### src/rtl/id_ex_stage.sv
// rtl/id_ex_stage.sv - ID/EX pipeline register with operand forwarding and load-use stall
//
// Captures the decoded ID instruction each cycle and presents ALU-ready
// operands to EX, forwarding from MEM/WB and bypassing WB at capture time.
//
// Ports:
//   clk, rst_n                    clock, asynchronous active-low reset
//   id_*                          decoded instruction fields from ID
//   flush                         kill the ID instruction (taken branch/jump in EX)
//   mem_rd/mem_reg_write/mem_result  producer currently in MEM
//   wb_rd/wb_reg_write/wb_result     producer currently in WB
//   ex_valid, ex_pc, ex_rd, ex_alu_op  registered instruction info for EX
//   ex_alu_a, ex_alu_b            forwarded/selected ALU operands
//   ex_store_data                 forwarded rs2 value for stores
//   ex_reg_write/ex_mem_read/ex_mem_write  control, zero when ex_valid=0
//   stall_id                      freeze PC and IF/ID this cycle
module id_ex_stage (
    input  logic        clk,
    input  logic        rst_n,
    input  logic        id_valid,
    input  logic [31:0] id_pc,
    input  logic [4:0]  id_rs1,
    input  logic [4:0]  id_rs2,
    input  logic [4:0]  id_rd,
    input  logic [31:0] id_rs1_data,
    input  logic [31:0] id_rs2_data,
    input  logic [31:0] id_imm,
    input  logic [3:0]  id_alu_op,
    input  logic        id_src_a_pc,
    input  logic        id_src_b_imm,
    input  logic        id_reg_write,
    input  logic        id_mem_read,
    input  logic        id_mem_write,
    input  logic        flush,
    input  logic [4:0]  mem_rd,
    input  logic        mem_reg_write,
    input  logic [31:0] mem_result,
    input  logic [4:0]  wb_rd,
    input  logic        wb_reg_write,
    input  logic [31:0] wb_result,
    output logic        ex_valid,
    output logic [31:0] ex_pc,
    output logic [4:0]  ex_rd,
    output logic [3:0]  ex_alu_op,
    output logic [31:0] ex_alu_a,
    output logic [31:0] ex_alu_b,
    output logic [31:0] ex_store_data,
    output logic        ex_reg_write,
    output logic        ex_mem_read,
    output logic        ex_mem_write,
    output logic        stall_id
);

    logic [4:0]  rs1_q;
    logic [4:0]  rs2_q;
    logic [31:0] rs1_val_q;
    logic [31:0] rs2_val_q;
    logic [31:0] imm_q;
    logic        src_a_pc_q;
    logic        src_b_imm_q;

    logic [31:0] rs1_cap;
    logic [31:0] rs2_cap;
    logic [31:0] fwd_rs1;
    logic [31:0] fwd_rs2;
    logic        bubble;

    // A load in EX whose destination is read by ID cannot be forwarded in
    // time; both rs fields are compared regardless of format (over-stall is harmless).
    assign stall_id = id_valid & ex_valid & ex_mem_read & (ex_rd != 5'd0) &
                      ((ex_rd == id_rs1) | (ex_rd == id_rs2)) & ~flush;

    assign bubble = flush | stall_id;

    // The register file is not write-through, so a value being written back
    // this cycle must be picked up here or it would be lost.
    assign rs1_cap = (wb_reg_write && (wb_rd != 5'd0) && (wb_rd == id_rs1)) ? wb_result : id_rs1_data;
    assign rs2_cap = (wb_reg_write && (wb_rd != 5'd0) && (wb_rd == id_rs2)) ? wb_result : id_rs2_data;

    always_ff @(posedge clk or negedge rst_n) begin
        if (!rst_n) begin
            ex_valid     <= 1'b0;
            ex_pc        <= 32'd0;
            ex_rd        <= 5'd0;
            ex_alu_op    <= 4'd0;
            ex_reg_write <= 1'b0;
            ex_mem_read  <= 1'b0;
            ex_mem_write <= 1'b0;
            rs1_q        <= 5'd0;
            rs2_q        <= 5'd0;
            rs1_val_q    <= 32'd0;
            rs2_val_q    <= 32'd0;
            imm_q        <= 32'd0;
            src_a_pc_q   <= 1'b0;
            src_b_imm_q  <= 1'b0;
        end else if (bubble) begin
            ex_valid     <= 1'b0;
            ex_pc        <= 32'd0;
            ex_rd        <= 5'd0;
            ex_alu_op    <= 4'd0;
            ex_reg_write <= 1'b0;
            ex_mem_read  <= 1'b0;
            ex_mem_write <= 1'b0;
            rs1_q        <= 5'd0;
            rs2_q        <= 5'd0;
            rs1_val_q    <= 32'd0;
            rs2_val_q    <= 32'd0;
            imm_q        <= 32'd0;
            src_a_pc_q   <= 1'b0;
            src_b_imm_q  <= 1'b0;
        end else begin
            ex_valid     <= id_valid;
            ex_pc        <= id_pc;
            ex_rd        <= id_rd;
            ex_alu_op    <= id_alu_op;
            // Control is qualified by valid so a non-instruction never writes.
            ex_reg_write <= id_valid & id_reg_write;
            ex_mem_read  <= id_valid & id_mem_read;
            ex_mem_write <= id_valid & id_mem_write;
            rs1_q        <= id_rs1;
            rs2_q        <= id_rs2;
            rs1_val_q    <= rs1_cap;
            rs2_val_q    <= rs2_cap;
            imm_q        <= id_imm;
            src_a_pc_q   <= id_src_a_pc;
            src_b_imm_q  <= id_src_b_imm;
        end
    end

    // MEM holds the younger producer, so it wins over WB; x0 is never forwarded.
    always_comb begin
        fwd_rs1 = rs1_val_q;
        if (rs1_q != 5'd0) begin
            if (mem_reg_write && (mem_rd == rs1_q)) begin
                fwd_rs1 = mem_result;
            end else if (wb_reg_write && (wb_rd == rs1_q)) begin
                fwd_rs1 = wb_result;
            end
        end
    end

    always_comb begin
        fwd_rs2 = rs2_val_q;
        if (rs2_q != 5'd0) begin
            if (mem_reg_write && (mem_rd == rs2_q)) begin
                fwd_rs2 = mem_result;
            end else if (wb_reg_write && (wb_rd == rs2_q)) begin
                fwd_rs2 = wb_result;
            end
        end
    end

    assign ex_alu_a      = src_a_pc_q  ? ex_pc : fwd_rs1;
    assign ex_alu_b      = src_b_imm_q ? imm_q : fwd_rs2;
    assign ex_store_data = fwd_rs2;

endmodule

### config.mk
export PLATFORM = sky130hd
export DESIGN_NAME = id_ex_stage
export DESIGN_NICKNAME = d
export VERILOG_FILES = /design/src/rtl/id_ex_stage.sv
export SDC_FILE = /design/constraint.sdc
export NUM_CORES = 1
export LEC_CHECK = 0
export BUFFER_PORTS_ARGS = -buffer_cell sky130_fd_sc_hd__buf_4
export CORE_MARGIN = 3
export CORE_UTILIZATION = 30
export DETAILED_ROUTE_END_ITERATION = 12
export SETUP_SLACK_MARGIN = 0.05
export SYNTH_ARGS = -nofsm -noshare
export SYNTH_HDL_FRONTEND = slang
export SYNTH_SLANG_ARGS = --single-unit
export TNS_END_PERCENT = 100
### constraint.sdc
create_clock -name clk -period 2.3 [get_ports clk]
set_clock_uncertainty 0.2 [all_clocks]
set_input_delay 0.115 -clock clk [delete_from_list [all_inputs] [get_ports clk]]
set_output_delay 0.115 -clock clk [all_outputs]
set_load 0.05 [all_outputs]
==> metrics, run 1 <==
Overflow after GRT=0; row cnt=62; reg2reg start=ex_rd[4]; post-route insts no fill=1910; antenna viol nets, final=0; first-pass GRT wire length=58600 microns; asr flop ratio synth=100%; Layout area overhead=99.5%; final wirelength=41200 microns; worst r2r path cells=6; Max IR drop VDD=0.437 mV; Post-Syn Nets=1080; Final period util=120%; total die area=31400 sq um; final setup fails=96; top cells by area, synth=dfrtp_1 44%, mux2i_1 18%, and2_1 6.2%; final core utilization=60.9%; routed via count=9445; pin count of the biggest net entering global routing=65; commonest non-fill, non-tap cell in the layout=buf_4; TritonRoute pass-1 iters=5; status=complete, but fails checks; Power Density=514 nW/um^2; CP max FO=8; max-cap violations=0; # IOs=374; RSZ-0062 raised after global routing=true; Die H=177 microns; TritonCTS clock tree=built; most common flop cell mapped by yosys=dfrtp_1; HP Class=primary input to asynchronous set/reset pin; setup ws final=-463 ps; clock latency on the worst-skew pair=420 ps; CP Data Required Time=1990 ps; H-tree Lvls=4; library cells used by synthesis=35; routed vias/inst=4.95; CTS buffer count=17; Setup Total Neg Slack=-39100 ps; DRC=0; Crit. Startpoint=rs2_q[4]; f_max=362 MHz; CTS max path bufs=2; Yosys reg bits=153; Worst-Margin Slew=662 ps; Nets=1746; Post-Layout Inst Area=17500 sq um; placed instance count=1606; sequential area share after synthesis=43.6%; I/O Buffers=373; vias in the first global route=10195; gp weighted congestion=0.843; final-report hold violation count=0; DP HPWL=26600 microns; clock sinks=153; # fillers=2283; post-synth top area cell=dfrtp_1; Placement Cell Area=13300 sq um; mapped cell area=8780 sq um; min cycle time layout=2760 ps; initial cell density of the core=30.5%; Syn Inst Count=848; clock-pin slew on the worst setup and hold paths=70 ps; core area=28800 sq um; GRT Overall Usage=24.5%; Inserted Diodes=0; initial antenna violation count=0; mean routed wirelength per cell=21.6 microns; CP endpoint kind=output pin; Hold WS=104 ps; share of layout cells above drive strength 1=44.6%; share of the synthesized area in the top cell type=43.6%; failing checks=negative setup slack; Die Width=177 microns; number of synthesized flops with an enable pin=0; Critical Path AT=2450 ps; syn_area_per_cell=10.4 sq um; yosys warns=0; initial DRC count=507; CTS Root Cell=clkbuf_16; crit path launch type=flop; count of final max-slew check failures=0; commonest cells after routing, fill and taps aside=354 x buf_4, 227 x dlygate4sd3_1, 147 x dfrtp_1, 106 x mux2i_1, 86 x and2_1; Rel. slew slack=55.9%; crit path kind=flop to output pin; LEAKAGE=7.70 nW
-- where the power goes --
part | internal (mW) | switching [mW]
registers | 2.83 | 0.0983
clock network | 1.81 | 1.21
logic | 1.44 | 1.61
-- flip-flops by register name (all words and copies together) (netlist names), 4 cells and up --
signal,count
ex_alu_op,4
ex_pc,32
ex_rd,5
imm_q,32
rs1_q,5
rs1_val_q,32
rs2_q,5
rs2_val_q,32
-- cells in the mapped netlist, drive strengths merged, types with 3 or more instances --
cell     instances
and2            87
nand3            6
and3             5
a32oi           32
xnor2           28
xor2            12
nor3            33
o21ai           35
dfrtp          153
buf             33
a31oi           32
clkbuf          43
inv             31
nor4             4
nor2b           32
nor2            71
o2bb2ai         32
mux2i          159
nand2            6
a21oi            3
-- routing by layer --
layer	GRT usage (%)	wire, microns	up-vias
met5	0	0	-
met2	43.4	21000	403
met3	5.58	2710	59
li1	-	-	4311
met4	7.56	995	0
met1	29.5	16500	4672
-- final cells by class --
class | instances | area [sq um] | area share (%)
Timing Repair Buffer | 722 | 6940 | 39.6
Clock buffer | 18 | 429 | 2.45
Tap cell | 384 | 480 | 2.74
Clock inverter | 13 | 180 | 1.03
Sequential cell | 153 | 3840 | 21.9
Inverter | 31 | 116 | 0.664
Multi-Input combinational cell | 589 | 5540 | 31.6
-- worst paths after layout --
kind | to | slack, ps
max | ex_store_data[23] | -460
min | rs1_val_q[14] | 100
max reg2reg | rs2_q[4] | 60
min reg2reg | rs2_q[0] | 780
max in group asynchronous | ex_rd[4] | 1130
min in group clk | rs2_val_q[29] | 230
-- logic make-up after synthesis --
kind of cell	synth area share, %
xor gates and xnor gates	3.99
buffers and inverters	5.29
muxes	18.3
DFF	43.6
AOI/OAI and AO/OA	13.2
and+or+nand+nor	15.7
-- stage by stage --
step	setup WS, ps	power [mW]
5_1_grt	-548	9.33
3_3_place_gp	-53.7	5.35
6_report	-463	8.99
2_1_floorplan	-147	4.35
4_1_cts	-497	8.95
3_5_place_dp	-102	5.37
-- repair_timing --
action                                  CTS  global route
buffers inserted                         10            31
resized for setup                       148            64
pin swaps                                 4            17
hold endpoints to repair                294            28
cloned                                    4             4
hold buffers                            227            28
endpoints found under the setup margin   97           135
-- critical path, cell delays in order (launching register included) --
cell and delay, ps:
dfrtp_1 420, or4_4 560, nor2_4 150, or3_4 150, and2_4 230, buf_12 190, o2bb2ai_4 140, buf_8 170
Note: power is estimated with default switching activity, not from simulation.
==> run 2: changes to the inputs <==
Settings changed: PLACE_DENSITY from default to 0.52, RECOVER_POWER from default to 50.
Clock period 2.3 ns to 3.4 ns, I/O delays scaled along.
==> run 2 against run 1 <==
Net effect: the flow finishes with violations (max-capacitance violations, max-slew violations); flip-flop and latch count did not move; global-route usage fell by 1.1 points; count of clock-buffer cells in the layout rose by 2; routed wire length fell by 9.4%; design area fell by 17%; register-to-register slack improved by 280 ps; largest cell class unchanged.
==> metrics, run 2 (synthesis gave the netlist of run 1 again) <==
status=complete, but fails checks (unchanged); failing checks=max-capacitance violations, max-slew violations (was negative setup slack); WP buf/inv=2 (unchanged); crit path launch type=flop (unchanged); Worst path most repeated cell=buf_4; Layout area overhead=65.8% (was 99.5%); Max IR drop VDD=0.211 mV (was 0.437 mV); f_max=309 MHz; count of final max-slew check failures=200 (was 0); Rel. slew slack=-39.4% (was 55.9%); TritonRoute pass-1 iters=5 (unchanged); first-pass GRT wire length=55800 microns (was 58600 microns); routed via count=8812 (was 9445); commonest non-fill, non-tap cell in the layout=buf_4 (unchanged); Post-Layout Inst Area=14600 sq um (was 17500 sq um); RSZ-0062 raised after global routing=false (was true); HP Class=primary input to asynchronous set/reset pin (unchanged); CTS Root Cell=clkbuf_16 (unchanged); Hold WS=73.0 ps (was 104 ps); final setup fails=0 (was 96); CTS max path bufs=2 (unchanged); CP max stage delay=530 ps (was 560 ps); clock latency on the worst-skew pair=420 ps (about the same); final wirelength=37300 microns (was 41200 microns); CTS buffer count=17 (unchanged); initial cell density of the core=30.5% (unchanged); Power Density=376 nW/um^2 (was 514 nW/um^2); initial antenna violation count=0 (unchanged); min cycle time layout=3230 ps; commonest cells after routing, fill and taps aside=348 x buf_4, 218 x dlygate4sd3_1, 159 x mux2i_1, 151 x dfrtp_1, 82 x and2_1 (was 354 x buf_4, 227 x dlygate4sd3_1, 147 x dfrtp_1, 106 x mux2i_1, 86 x and2_1); DP HPWL=24700 microns (was 26600 microns); Inserted Diodes=0 (unchanged); Critical Path AT=2860 ps (was 2450 ps); register-to-register setup slack=340 ps (was 60 ps); clock sinks=153 (unchanged); H-tree Lvls=4 (unchanged); clock-pin slew on the worst setup and hold paths=70 ps (about the same); DRC=0 (unchanged); Cell Chain, Critical Path=xnor2_1 -> nand4_1 -> or3_2 -> buf_4 -> a32oi_1 -> o21ai_0 -> buf_4 (was or4_4 -> nor2_4 -> or3_4 -> and2_4 -> buf_12 -> o2bb2ai_4 -> buf_8); CP endpoint kind=output pin (unchanged); GRT Overall Usage=23.3% (was 24.5%); final-report hold violation count=0 (unchanged); Die H=177 microns (unchanged); CP Data Required Time=3030 ps (was 1990 ps); final core utilization=50.6% (was 60.9%); Die Width=177 microns (unchanged); I/O Buffers=373 (unchanged); total die area=31400 sq um (unchanged); pin count of the biggest net entering global routing=90 (was 65); CP max FO=32 (was 8); mean routed wirelength per cell=20.7 microns (was 21.6 microns); antenna viol nets, final=0 (unchanged); Placement Cell Area=12000 sq um (was 13300 sq um); row cnt=62 (unchanged); Nets=1641 (was 1746); gp weighted congestion=0.792 (was 0.843); # IOs=374 (unchanged); crit path kind=flop to output pin (unchanged); placed instance count=1553 (was 1606); initial DRC count=426 (was 507); routed vias/inst=4.88 (was 4.95); share of layout cells above drive strength 1=30.5% (was 44.6%); core area=28800 sq um (unchanged); TritonCTS clock tree=built (unchanged); Setup Total Neg Slack=0 ps (was -39100 ps); Overflow after GRT=0 (unchanged); vias in the first global route=9549 (was 10195); LEAKAGE=6.55 nW (was 7.70 nW); crit path max-delay cell type=or3_2 (was or4_4); Worst-Margin Slew=2090 ps (was 662 ps); critical path's top delay family=simple AND/OR/NAND/NOR gates (unchanged); max-cap violations=3 (was 0); Final period util=95.0%; post-route insts no fill=1806 (was 1910)
## run 2: cell count changes in the layout (fill, tap and decap cells not counted), moves of 9 or more
| cell | change |
|---|---|
| o21ai_0 | +33 |
| o2bb2ai_4 | -32 |
| clkbuf_1 | +48 |
| mux2i_2 | -36 |
| buf_12 | -29 |
| mux2i_1 | +53 |
| buf_6 | -79 |
| o2bb2ai_2 | +30 |
| buf_8 | -26 |
| mux2i_4 | -17 |
| o21ai_2 | -30 |
| dlygate4sd3_1 | -9 |
## run 2: path summary, 6_finish.rpt
check	end	from	depth (start not counted)
max in group asynchronous	rs1_val_q[30]	rst_n	3
worst min register to register	rs2_val_q[0]	ex_mem_read	5
worst max register to register	ex_mem_read	ex_rd[0]	6
worst max-delay path	ex_alu_b[10]	rs2_q[0]	7
worst min-delay path	rs2_val_q[11]	rst_n	2
min in group clk	rs2_val_q[0]	flush	4
## run 2: where the power goes
group,switching [mW],total [mW],leakage (nW),internal (mW)
Combinational,0.950,1.64,4.33,0.693
Clock,0.843,1.86,0.250,1.02
Sequential,0.0595,1.97,1.97,1.92
## run 2: final cells by class
type	count	area, sq um
Clock buffer	20	437
Clock inverter	12	119
Fill cell	2709	14200
Inverter	31	116
Multi-Input combinational cell	589	4550
Sequential cell	153	3830
Tap cell	384	480
Timing Repair Buffer	617	5020
## run 2: repair_timing
action,4_1_cts,5_1_grt
hold buffers,218,0
cloned,1,0
hold endpoints to repair,198,0
setup endpoints to repair,60,20
setup buffers,0,2
pin swaps,1,1
resized for setup,3,3
## run 2: stage by stage
stage,power [mW],setup WS [ps]
final,5.48,169
after global routing,5.71,50.9
after CTS,5.56,15.5
after detailed placement,3.46,342
after global placement,3.45,419
after floorplan,2.83,564
## run 2: per-layer routing
layer	wire length [microns]	GRT usage, %
met2	18300	40.6
met5	0	0
met1	15500	28.8
met3	2730	5.73
met4	797	6.55
